### src/rtl/line_fill_buffer_pkg.sv
// Shared types and constants for the I-cache line fill buffer.
package line_fill_buffer_pkg;

    localparam int unsigned LFB_ADDR_W = 32;
    localparam int unsigned LFB_DATA_W = 32;
    localparam int unsigned LFB_WORDS  = 4;
    localparam int unsigned LFB_IDX_W  = 2;

    // Byte offset within a 16-byte line.
    localparam logic [31:0] LINE_OFFSET_MASK = 32'h0000_000F;

    typedef enum logic [1:0] {
        FILL_IDLE,
        FILL_FILL,
        FILL_WRITE
    } fill_state_e;

    // Line base of an address: clears the in-line byte offset.
    function automatic logic [LFB_ADDR_W-1:0] line_base(input logic [LFB_ADDR_W-1:0] addr);
        return addr & ~LFB_ADDR_W'(LINE_OFFSET_MASK);
    endfunction

endpackage

### src/rtl/line_fill_buffer.sv
// Collects the four beats of a WRAP4 refill into one aligned line, forwards the
// critical word as soon as it arrives, and holds the line for the cache write port.
module line_fill_buffer
    import line_fill_buffer_pkg::*;
#(
    parameter int unsigned ADDR_W = LFB_ADDR_W,
    parameter int unsigned DATA_W = LFB_DATA_W,
    parameter int unsigned WORDS  = LFB_WORDS
) (
    input  logic                      clk,
    input  logic                      rstn,
    input  logic                      fill_start,
    input  logic [ADDR_W-1:0]         fill_addr,
    input  logic                      beat_valid,
    input  logic [ADDR_W-1:0]         beat_addr,
    input  logic [DATA_W-1:0]         beat_data,
    input  logic                      beat_err,
    output logic                      busy,
    output logic                      crit_valid,
    output logic [DATA_W-1:0]         crit_data,
    output logic                      line_valid,
    output logic [ADDR_W-1:0]         line_addr,
    output logic [WORDS*DATA_W-1:0]   line_data,
    input  logic                      line_accept,
    output logic                      fill_error
);

    fill_state_e                         state_q, state_d;
    logic [ADDR_W-1:0]                   base_q, base_d;
    logic [LFB_IDX_W-1:0]                crit_idx_q, crit_idx_d;
    logic [WORDS-1:0]                    mask_q, mask_d;
    logic [WORDS-1:0][DATA_W-1:0]        words_q, words_d;
    logic                                crit_valid_q, crit_valid_d;
    logic [DATA_W-1:0]                   crit_data_q, crit_data_d;
    logic                                line_valid_q, line_valid_d;
    logic                                fill_error_q, fill_error_d;
    logic                                busy_q, busy_d;

    logic [LFB_IDX_W-1:0]                beat_idx;
    logic                                beat_hit;
    logic [WORDS-1:0]                    mask_set;
    logic                                unused_addr_bits;

    assign beat_idx         = beat_addr[3:2];
    assign beat_hit         = beat_valid && (beat_addr[ADDR_W-1:4] == base_q[ADDR_W-1:4]);
    assign mask_set         = mask_q | (WORDS'(1) << beat_idx);
    assign unused_addr_bits = ^beat_addr[1:0];

    // Next-state, beat capture and output pulse generation.
    always_comb begin
        state_d      = state_q;
        base_d       = base_q;
        crit_idx_d   = crit_idx_q;
        mask_d       = mask_q;
        words_d      = words_q;
        crit_data_d  = crit_data_q;
        crit_valid_d = 1'b0;
        fill_error_d = 1'b0;

        case (state_q)
            FILL_IDLE: begin
                if (fill_start) begin
                    state_d    = FILL_FILL;
                    base_d     = line_base(fill_addr);
                    crit_idx_d = fill_addr[3:2];
                    mask_d     = '0;
                end
            end
            FILL_FILL: begin
                if (beat_valid && beat_err) begin
                    // Abort: erroring beat's data is dropped, partial line forgotten.
                    state_d      = FILL_IDLE;
                    mask_d       = '0;
                    fill_error_d = 1'b1;
                end else if (beat_hit) begin
                    words_d[beat_idx] = beat_data;
                    mask_d            = mask_set;
                    if ((beat_idx == crit_idx_q) && !mask_q[crit_idx_q]) begin
                        crit_valid_d = 1'b1;
                        crit_data_d  = beat_data;
                    end
                    if (mask_set == '1) begin
                        state_d = FILL_WRITE;
                    end
                end
            end
            FILL_WRITE: begin
                if (line_accept) begin
                    if (fill_start) begin
                        state_d    = FILL_FILL;
                        base_d     = line_base(fill_addr);
                        crit_idx_d = fill_addr[3:2];
                        mask_d     = '0;
                    end else begin
                        state_d = FILL_IDLE;
                    end
                end
            end
            default: begin
                state_d = FILL_IDLE;
                mask_d  = '0;
            end
        endcase

        busy_d       = (state_d != FILL_IDLE);
        line_valid_d = (state_d == FILL_WRITE);
    end

    // State and output registers.
    always_ff @(posedge clk or negedge rstn) begin
        if (!rstn) begin
            state_q      <= FILL_IDLE;
            base_q       <= '0;
            crit_idx_q   <= '0;
            mask_q       <= '0;
            words_q      <= '0;
            crit_valid_q <= 1'b0;
            crit_data_q  <= '0;
            line_valid_q <= 1'b0;
            fill_error_q <= 1'b0;
            busy_q       <= 1'b0;
        end else begin
            state_q      <= state_d;
            base_q       <= base_d;
            crit_idx_q   <= crit_idx_d;
            mask_q       <= mask_d;
            words_q      <= words_d;
            crit_valid_q <= crit_valid_d;
            crit_data_q  <= crit_data_d;
            line_valid_q <= line_valid_d;
            fill_error_q <= fill_error_d;
            busy_q       <= busy_d;
        end
    end

    assign busy       = busy_q;
    assign crit_valid = crit_valid_q;
    assign crit_data  = crit_data_q;
    assign line_valid = line_valid_q;
    assign line_addr  = base_q;
    assign line_data  = words_q;
    assign fill_error = fill_error_q;

endmodule

### config.mk
export PLATFORM = sky130hd
export DESIGN_NAME = line_fill_buffer
export DESIGN_NICKNAME = d
export VERILOG_FILES = /design/src/rtl/line_fill_buffer_pkg.sv /design/src/rtl/line_fill_buffer.sv
export SDC_FILE = /design/constraint.sdc
export NUM_CORES = 1
export LEC_CHECK = 0
export ABC_AREA = 1
export CORE_MARGIN = 2
export CORE_UTILIZATION = 48
export DETAILED_ROUTE_END_ITERATION = 12
export PLACE_DENSITY = 0.85
export SLEW_MARGIN = 20
export SYNTH_ARGS = -nofsm -noshare
export SYNTH_HDL_FRONTEND = slang
export SYNTH_SLANG_ARGS = --single-unit
### constraint.sdc
create_clock -name clk -period 3.4 [get_ports clk]
set_clock_uncertainty 0.1 [all_clocks]
set_input_delay 0.68 -clock clk [delete_from_list [all_inputs] [get_ports clk]]
set_output_delay 0.68 -clock clk [all_outputs]
set_load 0.005 [all_outputs]
==> results.cfg <==
[sta]
achievable-frequency_mhz = 397.4
setup_viol_count_final = 0
min_period_ns = 2.517
worst_slew_slack_as_a_fraction_of_its_limit_pct = 53.28
actual_transition_at_the_worst_max_transition_pin_ns = 0.7008
finalCritPeriodShare_pct = 74.02
grt_setup_unrepaired = false
final_hold_fails = 0
fin_setup_tns_ns = 0
report.final.slew_viol_count = 0

[route]
detailroute.via_count = 6860
drt-wirelength-per-cell_um = 15.30
route.final.wire_length_um = 21310
avgViaCountPerCell = 4.925
detail_route.drc_violations = 0
first_pass_iters = 5
final_antenna_net_count = 0
detailedRoute.firstIterationViolations = 421

[global_routing]
grt_max_degree = 81
grt_antenna_before_repair = 0
vias_in_the_first_global_route = 6698
grt_pass1_wl_um = 34180
grt_remaining_overflow = 0
grtUsageTotal_pct = 24.22

[power]
total_power_w = 0.005420
max-vdd-ir-drop_mv = 0.3322
power.leakage_nw = 5.542
power-per-cell-area_nw_per_um2 = 460.9

[cts]
cts.hold.buffers_added = 0
cts_root_buf = clkbuf_16
clock_insertion_delay_worst_skew_ns = 0.43
h-tree-depth = 4
cts.sinks = 200
cts_resized = 0
clockBufferDepth = 2
clk_transition_reported_paths_ns = 0.08
clock_buffers_created_by_tritoncts = 17
cts.repair_timing.setup_buffer_count = 0
tritoncts_clock_tree = yes

[yosys]
post_synth_inst_count = 877
synth_seq_cells = 200
synth_sequential_area_ratio_pct = 61.50
netlist_cell_types = 24
synthesis.yosys.warnings = 0
syn-cell-area_um2 = 8138
postSynthAreaPerCell_um2 = 9.279

[placed_design]
hpwlAfterDp_um = 15370
place_congestion = 0.8480
place.port_buffers = 289

[setup_path]
startpoint_type = input port
worstReg2RegEnd = line_data[116]$_DFFE_PN0P_
setup.worst_path.class = input port to register
worstPathArrival_ns = 2.69
timing.rr.start = line_addr[9]$_DFFE_PN0P_
cp_max_fo = 64
required_ns = 3.58
setup.reg_to_reg.worst_slack_ns = 1.18
r2r.worst_path.cells = 12
crit_path_end_kind = register

[die]
die_w_um = 134.2
starting_utilization_of_the_core_area_pct = 49.07
std_cell_rows = 47
core_region_area_um2 = 16580
io_pins = 298
floorplan.die_area_um2 = 18010
floorplan.die.height_um = 134.2

[hold_path]
min-delay-path-class = input port to asynchronous set/reset pin

[cells_and_area]
multi_input_area_um2 = 2559
diodes = 0
mostFrequentLayoutCells = 288 x nand2_1, 288 x clkdlybuf4s50_1, 200 x dfrtp_1
num-fill-cells = 1230
layout-drive-gt1-share_pct = 8.696
finish.net_count = 1262
sequential_cell_area_um2 = 5005
areaGrowthSynthToFinish_pct = 44.53

[status]
status = complete, no violations

[flow_run]
max_cap_violations = 0
## worst max-delay path by stage
stage / start / to / slack (ns) / depth (start not counted)
after floorplan: beat_addr[9] / crit_data[22]$_DFFE_PN0P_ / 1.34 / 13
after global placement: beat_addr[14] / line_data[34]$_DFFE_PN0P_ / 0.49 / 13
after detailed placement: beat_addr[5] / line_data[74]$_DFFE_PN0P_ / 0.42 / 13
after CTS: beat_addr[5] / line_data[116]$_DFFE_PN0P_ / 0.86 / 13
after global routing: beat_addr[5] / line_data[116]$_DFFE_PN0P_ / 0.71 / 13
final: beat_addr[14] / line_data[116]$_DFFE_PN0P_ / 0.88 / 13
## power breakdown
group / internal [W] / switching [W] / total (W) / leakage [nW]
Sequential: 0.00251 / 0.000109 / 0.00262 / 2.74
Clock: 0.00101 / 0.000954 / 0.00197 / 0.284
Combinational: 0.000433 / 0.000407 / 0.000839 / 2.52
Total: 0.00395 / 0.00147 / 0.00542 / 5.54
## layer usage
metal	track usage (%)	up-vias	wire [um]
met5	0	-	0
met4	8.713	0	590
met3	6.916	39	1721
met2	40.73	275	10580
met1	29.94	3220	8422
li1	-	3326	-
## sequential cells by signal (all words and copies together), names as in the netlist
| name | cells |
|---|---|
| fill_error | 1 |
| crit_idx_q | 2 |
| mask_q | 4 |
| line_data | 128 |
| state_q | 2 |
| crit_data | 32 |
| crit_valid | 1 |
| line_addr | 28 |
| line_valid | 1 |
| busy | 1 |
## through the flow
stage          util [%]  instances  setup WS, ns  hold slack [ns]  area [um2]
2_1_floorplan         -        880         1.344           0.2844        8149
3_3_place_gp      67.44       1361        0.4912           0.3634       11180
3_5_place_dp      67.44       1361        0.4232           0.3713       11180
4_1_cts           70.92       1393        0.8628           0.1980       11760
5_1_grt           70.92       1393        0.7088           0.2175       11760
6_report          70.92       1393        0.8835           0.1825       11760
## final cells by class
class	count	area share [%]
Sequential cell	200	42.55
Multi-Input combinational cell	552	21.76
Clock inverter	13	1.053
Timing Repair Buffer	302	25.67
Inverter	87	2.777
Tap cell	220	2.340
Clock buffer	19	3.851
## cells by family after synthesis
group / synth area share, %
xor gates and xnor gates: 0.2153
AOI/OAI and AO/OA: 12.65
and+or+nand+nor: 18.27
DFF: 61.50
buffers and inverters: 7.319
other: 0.04608
## critical path, cell delays in order
cell	delay (ns)
clkdlybuf4s50_1	0.53
inv_1	0.05
nand2_1	0.05
nand2_1	0.05
nor2_1	0.10
nand2_1	0.07
nor2_1	0.12
nand2_2	0.12
nor2_8	0.24
nand3_4	0.07
buf_4	0.35
nand2_1	0.14
o21ai_1	0.09
## synthesized netlist by cell type, drive strengths merged
| cell type | count | area, um2 |
|---|---|---|
| nand2 | 308 | 1206 |
| dfrtp | 200 | 5005 |
| o21ai | 185 | 1012 |
| inv | 87 | 326.6 |
| nor2 | 38 | 161.4 |
| buf | 34 | 242.7 |
| clkbuf | 7 | 26.28 |
| nand3 | 7 | 90.09 |
| or2 | 3 | 18.77 |
| nor3 | 2 | 10.01 |
| o22ai | 2 | 12.51 |
| xnor2 | 2 | 17.52 |
| a21oi | 1 | 5.000 |
| conb | 1 | 3.750 |
Note: power is estimated with default switching activity, not from simulation.
